[src/rtl/fact_sequencer.sv]
// fact_sequencer
// Drives the memory-mapped factorial unit without CPU polling: writes n,
// pulses go for one cycle, polls status, fetches the result and reports it
// with a one-cycle done pulse. Owns the factorial A/WE/WD/RD port while busy.
// Optional feature macro: FACT_SEQ_TIMEOUT_EN (abort polling after
// TIMEOUT_CYCLES cycles in POLL/GAP; without it timeout is constant 0).
module fact_sequencer #(
    parameter int POLL_GAP       = 0,
    parameter int TIMEOUT_CYCLES = 1023
) (
    input  logic        clock,
    input  logic        reset,
    input  logic        start,
    input  logic [3:0]  n,
    output logic        busy,
    output logic        done,
    output logic [31:0] result,
    output logic        error,
    output logic        timeout,
    output logic [1:0]  fact_a,
    output logic        fact_we,
    output logic [3:0]  fact_wd,
    input  logic [31:0] fact_rd
);

    typedef enum logic [2:0] {
        S_IDLE      = 3'd0,
        S_WR_N      = 3'd1,
        S_WR_GO     = 3'd2,
        S_WR_GO_CLR = 3'd3,
        S_POLL      = 3'd4,
        S_GAP       = 3'd5,
        S_RD_RES    = 3'd6,
        S_DONE      = 3'd7
    } state_t;

    // Gap counter holds "remaining GAP cycles minus one"; width covers POLL_GAP.
    localparam int GAP_W = (POLL_GAP > 1) ? $clog2(POLL_GAP + 1) : 1;
    localparam logic [GAP_W-1:0] GAP_LOAD = (POLL_GAP > 0) ? GAP_W'(POLL_GAP - 1) : '0;

    state_t            r_state;
    state_t            w_state_nxt;
    logic [3:0]        r_n;
    logic [3:0]        w_n_nxt;
    logic [GAP_W-1:0]  r_gap;
    logic [GAP_W-1:0]  w_gap_nxt;
    logic [31:0]       r_result;
    logic [31:0]       w_result_nxt;
    logic              r_error;
    logic              w_error_nxt;
    logic              r_timeout;
    logic              w_timeout_nxt;
    logic              r_busy;
    logic              r_done;
    logic [1:0]        r_fact_a;
    logic              r_fact_we;
    logic [3:0]        r_fact_wd;
    logic [1:0]        w_fact_a_nxt;
    logic              w_fact_we_nxt;
    logic [3:0]        w_fact_wd_nxt;
    logic              w_stat_done;
    logic              w_stat_err;
    logic              w_to_hit;

    assign w_stat_done = fact_rd[0];
    assign w_stat_err  = fact_rd[1];

`ifdef FACT_SEQ_TIMEOUT_EN
    localparam int TO_W = (TIMEOUT_CYCLES > 1) ? $clog2(TIMEOUT_CYCLES + 1) : 1;
    localparam logic [TO_W-1:0] TO_MAX  = TO_W'(TIMEOUT_CYCLES);
    localparam logic [TO_W-1:0] TO_LAST = (TIMEOUT_CYCLES > 0) ? TO_W'(TIMEOUT_CYCLES - 1) : '0;

    logic [TO_W-1:0] r_to_cnt;

    // Counter value = POLL/GAP cycles already spent; this cycle is the last allowed one.
    assign w_to_hit = (r_to_cnt >= TO_LAST);

    // Polling-time counter: cleared just before POLL entry, saturating in POLL/GAP
    always_ff @(posedge clock) begin
        if (reset) begin
            r_to_cnt <= '0;
        end else if (r_state == S_WR_GO_CLR) begin
            r_to_cnt <= '0;
        end else if (((r_state == S_POLL) || (r_state == S_GAP)) && (r_to_cnt != TO_MAX)) begin
            r_to_cnt <= r_to_cnt + 1'b1;
        end else begin
            r_to_cnt <= r_to_cnt;
        end
    end
`else
    assign w_to_hit = 1'b0;
`endif

    // Next-state and datapath update logic
    always_comb begin
        w_state_nxt   = r_state;
        w_n_nxt       = r_n;
        w_gap_nxt     = r_gap;
        w_result_nxt  = r_result;
        w_error_nxt   = r_error;
        w_timeout_nxt = r_timeout;
        case (r_state)
            S_IDLE: begin
                if (start) begin
                    w_n_nxt       = n;
                    w_result_nxt  = 32'd0;
                    w_error_nxt   = 1'b0;
                    w_timeout_nxt = 1'b0;
                    w_state_nxt   = S_WR_N;
                end else begin
                    w_state_nxt   = S_IDLE;
                end
            end
            S_WR_N:      w_state_nxt = S_WR_GO;
            S_WR_GO:     w_state_nxt = S_WR_GO_CLR;
            S_WR_GO_CLR: w_state_nxt = S_POLL;
            S_POLL: begin
                // Error outranks done; both outrank a timeout in the same cycle.
                if (w_stat_err) begin
                    w_error_nxt  = 1'b1;
                    w_result_nxt = 32'd0;
                    w_state_nxt  = S_DONE;
                end else if (w_stat_done) begin
                    w_state_nxt  = S_RD_RES;
                end else if (w_to_hit) begin
                    w_error_nxt   = 1'b1;
                    w_timeout_nxt = 1'b1;
                    w_result_nxt  = 32'd0;
                    w_state_nxt   = S_DONE;
                end else if (POLL_GAP == 0) begin
                    w_state_nxt  = S_POLL;
                end else begin
                    w_gap_nxt    = GAP_LOAD;
                    w_state_nxt  = S_GAP;
                end
            end
            S_GAP: begin
                if (w_to_hit) begin
                    w_error_nxt   = 1'b1;
                    w_timeout_nxt = 1'b1;
                    w_result_nxt  = 32'd0;
                    w_state_nxt   = S_DONE;
                end else if (r_gap == '0) begin
                    w_state_nxt   = S_POLL;
                end else begin
                    w_gap_nxt     = r_gap - 1'b1;
                end
            end
            S_RD_RES: begin
                w_result_nxt = fact_rd;
                w_state_nxt  = S_DONE;
            end
            S_DONE:  w_state_nxt = S_IDLE;
            default: w_state_nxt = S_IDLE;
        endcase
    end

    // Bus drive decoded from the upcoming state so the registered bus lines up with it
    always_comb begin
        w_fact_a_nxt  = 2'd0;
        w_fact_we_nxt = 1'b0;
        w_fact_wd_nxt = 4'd0;
        case (w_state_nxt)
            S_WR_N: begin
                w_fact_a_nxt  = 2'd0;
                w_fact_we_nxt = 1'b1;
                w_fact_wd_nxt = w_n_nxt;
            end
            S_WR_GO: begin
                w_fact_a_nxt  = 2'd1;
                w_fact_we_nxt = 1'b1;
                w_fact_wd_nxt = 4'd1;
            end
            S_WR_GO_CLR: begin
                w_fact_a_nxt  = 2'd1;
                w_fact_we_nxt = 1'b1;
                w_fact_wd_nxt = 4'd0;
            end
            S_POLL, S_GAP: w_fact_a_nxt = 2'd2;
            S_RD_RES:      w_fact_a_nxt = 2'd3;
            default: begin
                w_fact_a_nxt  = 2'd0;
                w_fact_we_nxt = 1'b0;
                w_fact_wd_nxt = 4'd0;
            end
        endcase
    end

    // State, datapath and output registers; reset aborts without a done pulse
    always_ff @(posedge clock) begin
        if (reset) begin
            r_state   <= S_IDLE;
            r_n       <= 4'd0;
            r_gap     <= '0;
            r_result  <= 32'd0;
            r_error   <= 1'b0;
            r_timeout <= 1'b0;
            r_busy    <= 1'b0;
            r_done    <= 1'b0;
            r_fact_a  <= 2'd0;
            r_fact_we <= 1'b0;
            r_fact_wd <= 4'd0;
        end else begin
            r_state   <= w_state_nxt;
            r_n       <= w_n_nxt;
            r_gap     <= w_gap_nxt;
            r_result  <= w_result_nxt;
            r_error   <= w_error_nxt;
            r_timeout <= w_timeout_nxt;
            r_busy    <= (w_state_nxt != S_IDLE);
            r_done    <= (w_state_nxt == S_DONE);
            r_fact_a  <= w_fact_a_nxt;
            r_fact_we <= w_fact_we_nxt;
            r_fact_wd <= w_fact_wd_nxt;
        end
    end

    assign busy    = r_busy;
    assign done    = r_done;
    assign result  = r_result;
    assign error   = r_error;
    assign timeout = r_timeout;
    assign fact_a  = r_fact_a;
    assign fact_we = r_fact_we;
    assign fact_wd = r_fact_wd;

endmodule

[config.mk]
export PLATFORM = sky130hd
export DESIGN_NAME = fact_sequencer
export DESIGN_NICKNAME = d
export VERILOG_FILES = /design/src/rtl/fact_sequencer.sv
export SDC_FILE = /design/constraint.sdc
export NUM_CORES = 1
export LEC_CHECK = 0
export ABC_AREA = 1
export CAP_MARGIN = 40
export CORE_UTILIZATION = 48
export DETAILED_ROUTE_END_ITERATION = 8
export MAX_ROUTING_LAYER = met4
export PLACE_DENSITY = 0.93
export SYNTH_ARGS = -nofsm -noshare
export SYNTH_HDL_FRONTEND = slang
export SYNTH_SLANG_ARGS = --single-unit
[constraint.sdc]
create_clock -name clock -period 2.9 [get_ports clock]
set_clock_uncertainty 0.05 [all_clocks]
set_input_delay 0.58 -clock clock [delete_from_list [all_inputs] [get_ports clock]]
set_output_delay 0.58 -clock clock [all_outputs]
set_load 0.02 [all_outputs]
=== After elaboration in Yosys (flattened, before gate mapping) ===
Cells that the tools add are included.

* Flip-flop bits (word level): 50
* Bits of input ports: 39
* Output and inout bits: 43
* Word-level logic and storage cells: 53

* Add/subtract/negate cells: 1
* Eq/ne operators: 16
* Muxes and demuxes: 17
* Reductions and logical operators: 9

{| class="wikitable"
|+ Operator list
! kind !! count
|-
| $pmux 32 s3 || 1
|-
| $mux 32 || 2
|-
| $eq 3x3->1 const B || 8
|-
| $pmux 3 s8 || 1
|-
| $eq 3x2->1 const B || 4
|-
| $mux 4 || 2
|-
| $pmux 4 s2 || 1
|-
| $eq 3x1->1 const B || 2
|-
| $pmux 2 s3 || 1
|-
| $reduce_and 3->1 || 2
|-
| $reduce_bool 3->1 || 2
|-
| $mux 1 || 5
|-
| $mux 2 || 2
|-
| $ne 2x2->1 const B || 2
|-
| $reduce_or 2->1 || 2
|-
| $logic_not 3->1 || 1
|-
| $mux 3 || 1
|-
| $reduce_or 3->1 || 1
|-
| $pmux 1 s2 || 1
|-
| $reduce_bool 2->1 || 1
|-
| $sub 1x1->1 const B || 1
|}

=== Depth between registers and ports, before layout ===
Gate-level depths: netlist of run 1.

* Word-level depth: 6
* Mapped depth: 9
* Depth with buffers taken out: 8

=== Least setup slack after synthesis of run 1 ===
OpenSTA, ideal clock, no wires.

* Kind: input port to flip-flop
* Start point: input fact_rd[1]
* End point: register r_result[19] (netlist: result[19])
* Library setup time: 0.113 ns
* Arrival: 1.172 ns
* Required time: 2.737 ns
* Path slack: 1.565 ns
* Stages on the path: 7
* Path buffers: 1
* Cell sequence: o21ai_2 nand2_2 nand2_4 buf_6 nand2_1 nand2_1 nor2_1

* Cells in the longest elaborated chain, start to end: 2

{| class="wikitable"
|+ Ends and longest elaborated chain
! item !! RTL line !! RTL
|-
| start, declared || 23 || <nowiki>input logic [31:0] fact_rd</nowiki>
|-
| $ne 2x2->1 (no line) || - ||
|-
| $reduce_and 3->1 (no line) || - ||
|-
| end signal, assigned || 207 || <nowiki>r_result <= w_result_nxt;</nowiki>
|-
| end, declared || 47 || <nowiki>logic [31:0] r_result;</nowiki>
|}

No other way between the ends.
A chain may end at the register's enable or synchronous reset.

=== Worst setup path in the final report of run 1 ===
* Start point: input fact_rd[1]
* End point: register r_result[18] (netlist: result[18])

Same word-level chain as after synthesis.

==> results.ini, run 1 <==
[worst_setup_path]
cp_data_arrival_time_ns = 2.10
reg2reg_depth = 8
critical_path_class = in -> reg
timing.critical_path.required_ns = 3.04
crit-reg2reg-capture = result[18]$_SDFFE_PP0P_
timing.critical_path.depth = 7
critical-path-max-stage-delay_ns = 0.48
cp-endpoint = result[18]$_SDFFE_PP0P_
critPathLaunchType = input port
worstPathCellList = clkdlybuf4s50_1, o21ai_2, nand2_2, nand2_4, nand2_1, nand2_1, nor2_1
critical_path_fanouts_max = 64
crit_start = fact_rd[1]
crit_buf_inv = 1
cp_slowest_cell = clkdlybuf4s50_1
ff2ff_setup_slack_ns = 1.22
crit-reg2reg-launch = r_state[1]$_SDFF_PP0_
most_repeated_library_cell_on_the_critical_path = nand2_1
worst_path_dominant_cell_family = simple AND/OR/NAND/NOR gates
end_kind = flip-flop

[clocking]
cts_buffers = 5
number_of_buffers_on_the_longest_clock_path = 2
cts.reportedPaths.clkPinSlew_ns = 0.09
cells_resized_by_post_cts_repair = 0
worst_skew_pair.late_latency_ns = 0.30
cts-htree-levels = 2
ctsHoldBuffers = 0
cts_num_sinks = 49
post-cts-setup-buffer-count = 0
cts.root.buffer_cell = clkbuf_8
cts_tree = done

[finish]
multiInputGateArea_um2 = 863
layout_common_cells = nor2_1, nand2_1, clkdlybuf4s50_1
final_design_area_no_fill_um2 = 3120
ff_latch_area_um2 = 981
design.final.nets = 471
n_antenna_cell = 0
flow.area_growth_from_synthesis_pct = 39.1
layout.cells.most_common = nor2_1
final_layout_size_suffix_gt1_share_pct = 4.39
stdcell_count = 485
layout.filler_cells = 370

[timing]
timing.fmax_mhz = 512
relative_slew_margins_pct = 58.9
timing.hold.ws_ns = 0.410
timing_max_transition_violations_final = 0
grt_setup_unrepaired = no
share_of_the_cycle_needed_by_the_critical_path_after_routing_pct = 67.3
finalCriticalPeriod_ns = 1.95
final-hold-violation-count = 0
setup_tns_ns = 0
max_slew.worst_pin.slew_ns = 0.616
timing.final.setup_violations = 0

[synth]
syn-mean-instance-area_um2 = 6.29
ys_seq_elements = 49
synth_seq_area_share_pct = 43.7
synth.distinct_cells = 22
syn-cell-area_um2 = 2250
synth_cells = 357
synthesis.yosys.warnings = 0
postSynthNetCount = 396

[placed_design]
place.detailed.instances = 477
gp_congestion = 0.823
port_buffers = 80
dpl.hpwl_um = 3570
detailed_place.area_um2 = 3040

[min_path]
holdCritPathClass = reg -> reg

[power]
p_per_area_nw_per_um2 = 1160
leakage_nw = 1.62
peakVddDrop_v = 0.00101

[global_route]
global_route.usage.met1_pct = 22.2
global_route.usage.met2_pct = 40.8
grt_start_max_net_pins = 65
first_pass_grt_wire_length_um = 8510
grt_util_all_layers_pct = 21.7
grtUsageMet3_pct = 4.76
grt-busiest-layer = met2
antenna_found_initial = 0
number_of_global_route_vias_before_repair = 2099
overflow_left_after_global_routing = 0

[route]
firstDrtPassIters = 4
post_route_drc_violation_count = 0
postRouteWirelength_um = 4910
violation_count_after_the_first_detailed_route_iteration = 114
vias = 2132
drtAntennaViolNets = 0
routed_wire_length_per_instance_um = 10.1
routed_via_density = 4.40

[job]
max-cap-violations = 0

[die]
floorplan.die.height_um = 70.4
row_count = 24
io_pins = 82
coreArea_um2 = 4410
die-width_um = 70.4
die-area_um2 = 4960
floorplan.initialDensity_pct = 50.9

[outcome]
run_status = finished, final reports clean

[layout make-up]
| type | count | area share, % |
|---|---|---|
| Sequential cell | 49 | 31.4 |
| Multi-Input combinational cell | 213 | 27.6 |
| Timing Repair Buffer | 83 | 26.6 |
| Inverter | 80 | 9.62 |
| Clock buffer | 6 | 2.32 |
| Tap cell | 52 | 2.08 |
| Clock inverter | 2 | 0.321 |
[cell usage after synthesis]
library cell | number | area share, %
nor2_1 | 100 | 17
buf_6 | 3 | 1.5
a31oi_1 | 1 | 0.28
nand2_4 | 2 | 1.0
nor2_2 | 1 | 0.28
nand4_1 | 1 | 0.28
nor3b_1 | 1 | 0.33
dfxtp_1 | 49 | 44
nand2_2 | 2 | 0.56
a21oi_1 | 6 | 1.3
clkbuf_1 | 4 | 0.67
nand2_1 | 86 | 14
nor3_1 | 4 | 0.89
nor2_4 | 1 | 0.50
buf_4 | 5 | 1.7
inv_2 | 2 | 0.33
buf_2 | 3 | 0.67
nand3_1 | 4 | 0.89
o21ai_0 | 2 | 0.45
o21ai_2 | 1 | 0.39
inv_1 | 78 | 13
conb_1 | 1 | 0.17
[flip-flops by register name, indices dropped and copies added (netlist names)]
| name | cells |
|---|---|
| fact_wd | 4 |
| busy | 1 |
| result | 32 |
| r_n | 4 |
| fact_a | 2 |
| fact_we | 1 |
| done | 1 |
| error | 1 |
| r_state | 3 |
[cell families (layout without fill, tap and decap cells)]
group	count (synthesis)	in the layout	synth area share [%]
AO/OA/AOI/OAI	10	10	2.45
flip-flops	49	49	43.7
other	1	1	0.167
AND/OR/NAND/NOR	202	202	35.8
buffers and inverters	95	171	17.9
[per-layer routing]
metal | part of all wire (%) | routed length [um] | vias up
met1 | 41 | 2030 | 921
met3 | 5.2 | 257 | 5
met2 | 52 | 2570 | 56
met4 | 1.0 | 50 | 0
met5 | 0 | 0 | -
li1 | - | - | 1150
[how the worst min path moves through the flow]
stage	start	endpoint	slack (ns)	cells past startpoint
after floorplan	r_n[0]$_SDFF_PP0_	r_n[0]$_SDFF_PP0_	0.38	2
after global placement	r_n[0]$_SDFF_PP0_	r_n[0]$_SDFF_PP0_	0.39	2
after detailed placement	r_n[0]$_SDFF_PP0_	r_n[0]$_SDFF_PP0_	0.40	2
after CTS	r_n[0]$_SDFF_PP0_	r_n[0]$_SDFF_PP0_	0.41	2
after global routing	r_n[0]$_SDFF_PP0_	r_n[0]$_SDFF_PP0_	0.44	2
final	r_n[0]$_SDFF_PP0_	r_n[0]$_SDFF_PP0_	0.41	2
[worst min-delay path: stages (launching register included)]
cell and delay, ns:
dfxtp_1 0.31, inv_1 0.06, a21oi_1 0.05
[where the power goes]
group / leakage (nW) / switching [mW] / internal (mW)
Combinational: 1.17 / 1.24 / 0.859
Sequential: 0.403 / 0.170 / 0.984
Clock: 0.0450 / 0.213 / 0.167
[through the flow]
stage | worst slack (ns) | utilization [%] | power (mW)
after detailed placement | 0.641 | 68.9 | 3.27
final | 0.947 | 70.7 | 3.63
after global placement | 0.754 | 68.5 | 3.17
after CTS | 0.951 | 70.7 | 3.66
after floorplan | 1.57 | - | 2.60
after global routing | 0.786 | 70.7 | 3.96
(Power assumes the default switching activity.)
==> inputs of run 2 (changes only) <==
Settings changed: CORE_UTILIZATION 48 to 44, PLACE_DENSITY 0.93 to 0.87.
Clock period 2.9 ns to 2 ns, I/O delays scaled along.
==> results.ini, run 2 (same netlist as run 1, synthesis figures left out) <==
[outcome]
run_status = finished, final reports clean  ; unchanged

[finish]
flow.area_growth_from_synthesis_pct = 43.9  ; was 39.1%
multiInputGateArea_um2 = 863  ; unchanged
fin_util_pct = 67.1  ; was 70.7%
largest_reg_flops = 32  ; unchanged
layout_common_cells = nor2_1, nand2_1, clkdlybuf4s50_1  ; unchanged
ff_latch_area_um2 = 981  ; unchanged
stdcell_count = 503  ; was 485
layout.filler_cells = 414  ; was 370
n_antenna_cell = 0  ; unchanged
design.final.nets = 474  ; was 471
layout.cells.most_common = nor2_1  ; unchanged
final_layout_size_suffix_gt1_share_pct = 5.28  ; was 4.39%
final_design_area_no_fill_um2 = 3230  ; was 3120 um2

[route]
routed_via_density = 4.22  ; was 4.40
firstDrtPassIters = 4  ; unchanged
violation_count_after_the_first_detailed_route_iteration = 86  ; was 114
vias = 2124  ; was 2132
post_route_drc_violation_count = 0  ; unchanged
drtAntennaViolNets = 0  ; unchanged
routed_wire_length_per_instance_um = 9.65  ; was 10.1 um
postRouteWirelength_um = 4850  ; was 4910 um

[timing]
timing.fmax_mhz = 577
share_of_the_cycle_needed_by_the_critical_path_after_routing_pct = 86.6
grt_setup_unrepaired = no  ; unchanged
layout_setup_ws_ns = 0.268  ; was 0.947 ns
timing.hold.ws_ns = 0.420  ; was 0.410 ns
finalCriticalPeriod_ns = 1.73
timing_max_transition_violations_final = 0  ; unchanged
setup_tns_ns = 0  ; unchanged
timing.final.setup_violations = 0  ; unchanged
final-hold-violation-count = 0  ; unchanged

[placed_design]
dpl.hpwl_um = 3440  ; was 3570 um
pre_cts_slack_ns = 0.125  ; was 0.641 ns
gp_congestion = 0.822  ; was 0.823
detailed_place.area_um2 = 3110  ; was 3040 um2
port_buffers = 80  ; unchanged
place.detailed.instances = 495  ; was 477

[die]
coreArea_um2 = 4820  ; was 4410 um2
io_pins = 82  ; unchanged
floorplan.die.height_um = 73.4  ; was 70.4 um
die-area_um2 = 5390  ; was 4960 um2
floorplan.initialDensity_pct = 46.6  ; was 50.9%
row_count = 25  ; was 24
die-width_um = 73.4  ; was 70.4 um

[power]
net-switching-power_mw = 2.39  ; was 1.62 mW
p_seq_share_pct = 29.9  ; was 31.7%
sw_ratio_pct = 42.8  ; was 44.7%
leakage_nw = 1.66  ; was 1.62 nW
power.internal_mw = 3.20  ; was 2.01 mW
peakVddDrop_v = 0.00107  ; was 0.00101 V
power.share.clock_pct = 13.0  ; was 10.5%
share_comb_of_total_power_pct = 57.1  ; was 57.8%
p_per_area_nw_per_um2 = 1730  ; was 1160 nW/um2
fin_total_pwr_mw = 5.59  ; was 3.63 mW

[worst_setup_path]
critical_path_class = reg -> out  ; was in -> reg
worst_path_dominant_cell_family = buffers and inverters  ; was simple AND/OR/NAND/NOR gates
timing.critical_path.depth = 1  ; was 7
critical_path_fanouts_max = 2  ; was 64
worstPathCellList = clkdlybuf4s50_1  ; was clkdlybuf4s50_1, o21ai_2, nand2_2, nand2_4, nand2_1, nand2_1, nor2_1
critical-path-max-stage-delay_ns = 0.63  ; was 0.48 ns
cp_data_arrival_time_ns = 1.28  ; was 2.10 ns
crit_buf_inv = 1  ; unchanged
reg2reg_depth = 9  ; was 8
cp_slowest_cell = clkdlybuf4s50_1  ; unchanged
critPathLaunchType = flip-flop  ; was input port
end_kind = output port  ; was flip-flop
timing.critical_path.required_ns = 1.55  ; was 3.04 ns

[clocking]
cts_num_sinks = 49  ; unchanged
cts_tree = done  ; unchanged
worst_skew_pair.late_latency_ns = 0.30  ; about the same
number_of_buffers_on_the_longest_clock_path = 2  ; unchanged
cts_buffers = 5  ; unchanged
cts.reportedPaths.clkPinSlew_ns = 0.09  ; about the same
cts-htree-levels = 2  ; unchanged
ctsHoldBuffers = 0  ; unchanged
cts.root.buffer_cell = clkbuf_8  ; unchanged
post-cts-setup-buffer-count = 0  ; unchanged
cells_resized_by_post_cts_repair = 0  ; unchanged

[job]
max-cap-violations = 0  ; unchanged

[global_route]
overflow_left_after_global_routing = 0  ; unchanged
grt_start_max_net_pins = 33  ; was 65
antenna_found_initial = 0  ; unchanged
first_pass_grt_wire_length_um = 7970  ; was 8510 um
number_of_global_route_vias_before_repair = 1973  ; was 2099
grt_util_all_layers_pct = 19.5  ; was 21.7%

[min_path]
holdCritPathClass = reg -> reg  ; unchanged
min_delay_path_depth = 2  ; unchanged

[run 2: cell types whose count changed in the layout (fill, tap and decap cells not counted)]
cell	delta
buf_12	+3
clkinv_2	-2
buf_4	+1
buf_8	-1
bufinv_16	+1
clkbuf_1	-1
clkbuf_8	+1
clkinvlp_4	+1
[run 2: final timing paths]
path | endpoint | slack [ns] | from
hold / removal | r_n[0]$_SDFF_PP0_ | 0.42 | r_n[0]$_SDFF_PP0_
setup / recovery | result[23] | 0.27 | result[23]$_SDFFE_PP0P_
setup reg to reg | result[31]$_SDFFE_PP0P_ | 0.54 | r_state[1]$_SDFF_PP0_
hold reg to reg | r_n[0]$_SDFF_PP0_ | 0.42 | r_n[0]$_SDFF_PP0_
[run 2: power by group through the flow]
stage | Clock (mW) | Sequential, mW | Combinational (mW)
after detailed placement | 0 | 1.69 | 3.19
after CTS | 0.746 | 1.67 | 3.22
after floorplan | 0 | 2.14 | 1.63
final | 0.728 | 1.67 | 3.19
after global placement | 0 | 1.68 | 3.10
after global routing | 0.781 | 1.72 | 3.55
[run 2: cell type report]
type,instances,share of cell area (%)
Tap cell,67,2.59
Sequential cell,49,30.4
Timing Repair Buffer,86,27.3
Multi-Input combinational cell,213,26.7
Clock inverter,2,1.16
Clock buffer,6,2.56
Inverter,80,9.29
[run 2: routing by layer]
metal  up-vias  part of all wire [%]  global-route usage [%]
li1       1155                     -                       -
met2        59                    48                    33.6
met5         -                     0                       -
met3        10                   6.3                    5.08
met1       900                    44                    21.1
met4         0                   1.8                    8.33
